$ cat src/rtl/mult_pkg.sv
// Definitions shared between the sequential multiplier and its handshake controller:
// the datapath width and the controller state encoding.
package mult_pkg;

  localparam int MULT_W = 32;

  typedef enum logic [1:0] {
    IDLE = 2'd0,
    RUN  = 2'd1,
    OUT  = 2'd2,
    GAP  = 2'd3
  } mult_state_e;

endpackage : mult_pkg

$ cat src/rtl/mult_seq_ctrl.sv
// Valid/ready wrapper around the sequential shift/add multiplier: holds operands and start
// through an operation, captures or times out the product, and enforces a start-low gap.
module mult_seq_ctrl
  import mult_pkg::*;
#(
  parameter int WIDTH   = MULT_W,
  parameter int TIMEOUT = 40,
  parameter int GAP     = 1
) (
  input  logic               clock,
  input  logic               reset,
  input  logic               in_valid,
  output logic               in_ready,
  input  logic [WIDTH-1:0]   in_a,
  input  logic [WIDTH-1:0]   in_b,
  output logic               out_valid,
  input  logic               out_ready,
  output logic [2*WIDTH-1:0] out_prod,
  output logic               out_timeout,
  output logic               mul_start,
  output logic [WIDTH-1:0]   mul_mlier,
  output logic [WIDTH-1:0]   mul_mcand,
  input  logic [2*WIDTH-1:0] mul_prodt,
  input  logic               mul_valid
);

  // The GAP parameter shadows the GAP state label, so states are always scoped.
  localparam int WDW = (TIMEOUT > 1) ? $clog2(TIMEOUT) : 1;
  localparam int GPW = $clog2(GAP + 1);
  localparam logic [WDW-1:0] WD_LAST  = WDW'(TIMEOUT - 1);
  localparam logic [GPW-1:0] GAP_LAST = GPW'(GAP - 1);

  mult_state_e        state_q, state_d;
  logic [WIDTH-1:0]   op_a_q, op_a_d;
  logic [WIDTH-1:0]   op_b_q, op_b_d;
  logic [WDW-1:0]     wdog_q, wdog_d;
  logic [GPW-1:0]     gap_q, gap_d;
  logic [2*WIDTH-1:0] prod_q, prod_d;
  logic               timeout_q, timeout_d;

  always_ff @(posedge clock or posedge reset) begin
    if (reset) begin
      state_q   <= mult_pkg::IDLE;
      op_a_q    <= '0;
      op_b_q    <= '0;
      wdog_q    <= '0;
      gap_q     <= '0;
      prod_q    <= '0;
      timeout_q <= 1'b0;
    end else begin
      state_q   <= state_d;
      op_a_q    <= op_a_d;
      op_b_q    <= op_b_d;
      wdog_q    <= wdog_d;
      gap_q     <= gap_d;
      prod_q    <= prod_d;
      timeout_q <= timeout_d;
    end
  end

  always_comb begin
    state_d   = state_q;
    op_a_d    = op_a_q;
    op_b_d    = op_b_q;
    wdog_d    = wdog_q;
    gap_d     = gap_q;
    prod_d    = prod_q;
    timeout_d = timeout_q;
    unique case (state_q)
      mult_pkg::IDLE: begin
        if (in_valid) begin
          op_a_d  = in_a;
          op_b_d  = in_b;
          wdog_d  = '0;
          state_d = mult_pkg::RUN;
        end
      end
      mult_pkg::RUN: begin
        wdog_d = wdog_q + WDW'(1);
        // A product arriving on the watchdog's last cycle still counts.
        if (mul_valid) begin
          prod_d    = mul_prodt;
          timeout_d = 1'b0;
          state_d   = mult_pkg::OUT;
        end else if (wdog_q == WD_LAST) begin
          prod_d    = '0;
          timeout_d = 1'b1;
          state_d   = mult_pkg::OUT;
        end
      end
      mult_pkg::OUT: begin
        if (out_ready) begin
          gap_d   = '0;
          state_d = mult_pkg::GAP;
        end
      end
      mult_pkg::GAP: begin
        if (gap_q == GAP_LAST) begin
          state_d = mult_pkg::IDLE;
        end else begin
          gap_d = gap_q + GPW'(1);
        end
      end
    endcase
  end

  assign in_ready    = (state_q == mult_pkg::IDLE) && !reset;
  assign mul_start   = (state_q == mult_pkg::RUN);
  assign out_valid   = (state_q == mult_pkg::OUT);
  assign out_prod    = prod_q;
  assign out_timeout = timeout_q;
  assign mul_mlier   = op_a_q;
  assign mul_mcand   = op_b_q;

endmodule : mult_seq_ctrl

$ cat config.mk
export PLATFORM = sky130hd
export DESIGN_NAME = mult_seq_ctrl
export DESIGN_NICKNAME = d
export VERILOG_FILES = /design/src/rtl/mult_pkg.sv /design/src/rtl/mult_seq_ctrl.sv
export SDC_FILE = /design/constraint.sdc
export NUM_CORES = 1
export LEC_CHECK = 0
export CAP_MARGIN = 20
export CORE_ASPECT_RATIO = 1.1
export CORE_MARGIN = 3
export CORE_UTILIZATION = 41
export CTS_BUF_LIST = sky130_fd_sc_hd__clkbuf_2 sky130_fd_sc_hd__clkbuf_4 sky130_fd_sc_hd__clkbuf_8
export DETAILED_ROUTE_END_ITERATION = 6
export PLACE_DENSITY = 0.82
export SYNTH_ARGS = -nofsm -noshare
export SYNTH_HDL_FRONTEND = slang
export SYNTH_SLANG_ARGS = --single-unit
$ cat constraint.sdc
create_clock -name clock -period 6.9 [get_ports clock]
set_input_delay 2.07 -clock clock [delete_from_list [all_inputs] [get_ports clock]]
set_output_delay 2.07 -clock clock [all_outputs]
set_load 0.05 [all_outputs]
==> results.py <==
metrics = {
    "clocking": {
        "clk_latency_ns": 0.43,
        "hold_buffers": 0,
        "tritoncts": "yes",
        "clock_path_buffers": 2,
        "cts_sinks": 137,
        "cts_made_buffers": 17,
        "root_buffer": "clkbuf_8",
        "clk_pin_slew_worst_paths_ns": 0.07,
        "postCtsSetupBuffers": 0,
        "htreeDepth": 4,
        "cts_resized": 0,
    },
    "worst_setup_path": {
        "cp.required_ns": 4.83,
        "rr_endpoint": "mul_mlier[1]",
        "end_kind": "output pin",
        "cp.arrival_ns": 3.50,
        "r2r-start": "state_q[0]",
        "cp_max_fo": 2,
        "r2r_cells": 5,
        "ff2ff_setup_slack_ns": 4.53,
        "crit_type": "input port to output pin",
        "cp-start-kind": "input port",
    },
    "finish": {
        "synthToLayoutAreaGrowth_pct": 58.9,
        "nets": 738,
        "antenna_cells": 0,
        "layout-drive-gt1-share": 0.0765,
    },
    "global_routing": {
        "grt_overflow": 0,
        "grt_max_degree": 88,
        "antenna_found_initial": 0,
        "grt_pass1_wl_um": 22200,
        "grtUsageTotal": 0.201,
        "first_global_vias": 4128,
    },
    "synth": {
        "async_flop_share": 1.00,
        "syn_inst": 335,
        "synth.distinct_cells": 30,
        "synth_top_area_share": 0.656,
        "synth_area_mm2": 0.00522,
        "yosysWarnings": 0,
        "ys_top_cells_by_area": "dfrtp_1, mux2_1, a22o_1, buf_6, ha_1",
        "yosysMostFrequentCell": "dfrtp_1",
        "ys_ff_latch": 137,
        "synthFlopType": "dfrtp_1",
        "synth_edf_count": 0,
        "ys_top_cells_by_count": "dfrtp_1, a22o_1, mux2_1",
        "synth-seq-area-share": 0.656,
        "syn_avg_cell_area_um2": 15.6,
        "synth_fp_nets": 472,
        "synth_top_cell_by_area": "dfrtp_1",
    },
    "floorplan": {
        "die-height_um": 124,
        "io_pins": 265,
        "die_w_um": 114,
        "core_mm2": 0.0122,
        "initial_core_util": 0.427,
        "design.die.area_mm2": 0.0141,
        "rows": 42,
    },
    "sta": {
        "relSlewSlack": 0.496,
        "setup_ws_ns": 1.33,
        "whs_ns": 0.491,
        "period_share": 0.808,
        "grt_setup_unrepaired": "no",
        "tns_ns": 0,
        "worst_slew_pin_slew_ns": 0.756,
        "finalHoldViolCount": 0,
        "fin_crit_ns": 5.57,
        "fmax_mhz": 179,
        "setup_viol": 0,
        "worst_clock_skew_ns": 0.00952,
        "slew_violations": 0,
    },
    "place": {
        "portBuffers": 264,
        "place.gp.congestion": 0.757,
        "place_hpwl_um": 10200,
        "pre_cts_ws_ns": 1.32,
    },
    "routing": {
        "num_vias": 3849,
        "wl_per_cell_um": 18.1,
        "drt-initial-drc-count": 203,
        "wirelength_um": 13900,
        "drtPass1Iterations": 4,
        "vias_per_cell": 5.01,
        "route.detailed.drc": 0,
        "route.antenna.remaining_nets": 0,
    },
    "hold_path": {
        "holdCritStartpoint": "mul_mlier[10]",
        "whs_path_depth": 1,
        "hold_path.class": "flip-flop to flip-flop",
        "holdPathEnd": "mul_mlier[10]",
    },
    "run_status": {
        "outcome": "complete, no violations",
    },
    "power": {
        "power_density_mw_per_mm2": 579,
        "irDropWorstVdd_mv": 0.363,
        "leakagePower_nw": 3.61,
        "finalPower_mw": 4.81,
    },
    "flow_run": {
        "cap_violations": 0,
    },
}
## cell type report
class	instances	area, um2
Fill cell	902	3940
Sequential cell	137	3430
Timing Repair Buffer	268	2690
Multi-Input combinational cell	171	1600
Clock buffer	19	249
Tap cell	154	193
Clock inverter	13	121
Inverter	6	27.5
## routing by layer
layer  track usage  vias up  wire length (um)
met5             0        -                 0
met1         0.259     1857              5800
met2         0.319      206              6610
met4        0.0651        0               233
met3        0.0680       18              1290
li1              -     1768                 -
## sequential cells by signal (all words and copies together) (netlist names)
| name | cells |
|---|---|
| wdog_q | 6 |
| state_q | 2 |
| mul_mlier | 32 |
| out_timeout | 1 |
| out_prod | 64 |
| mul_mcand | 32 |
## worst max-delay path, stage by stage
cell             delay, ns
clkdlybuf4s50_1       0.49
nor2b_1               0.13
clkdlybuf4s50_1       0.81
## where the power goes
group	leakage [nW]	switching, mW	internal [mW]
registers	1.68	0.218	1.19
clock network	0.176	0.313	0.295
logic	1.76	1.80	0.999
## cells in the final DEF, fill, tap and decap left out, types with 5 or more instances in the layout
cell type / synthesis / routed
a22o_1: 66 / 66
clkbuf_8: 0 / 17
nand2_1: 5 / 5
dfrtp_1: 137 / 137
clkdlybuf4s50_1: 0 / 264
clkinvlp_4: 0 / 5
mux2_1: 61 / 61
inv_1: 6 / 5
## kinds of logic after synthesis
| family | synth area share |
|---|---|
| flip-flops | 0.656 |
| adder cells (fa/ha/maj) | 0.00958 |
| buffers and inverters | 0.0381 |
| AO/OA/AOI/OAI | 0.128 |
| AND/OR/NAND/NOR | 0.0244 |
| multiplexers | 0.144 |
## stage by stage
stage,area (um2),util,cells
floorplan,5220,-,335
detailed placement,7910,0.646,735
CTS,8280,0.676,767
global route,8300,0.678,768
finish,8300,0.678,768
global placement,7910,0.646,735
## worst max-delay path by stage
stage,start,end,cells past startpoint
after floorplan,reset,mul_mcand[0],1
after global routing,reset,in_ready,3
after detailed placement,reset,in_ready,3
final,reset,in_ready,3
after CTS,reset,in_ready,3
after global placement,reset,in_ready,3
No activity file was read; power rests on OpenSTA's default activity.
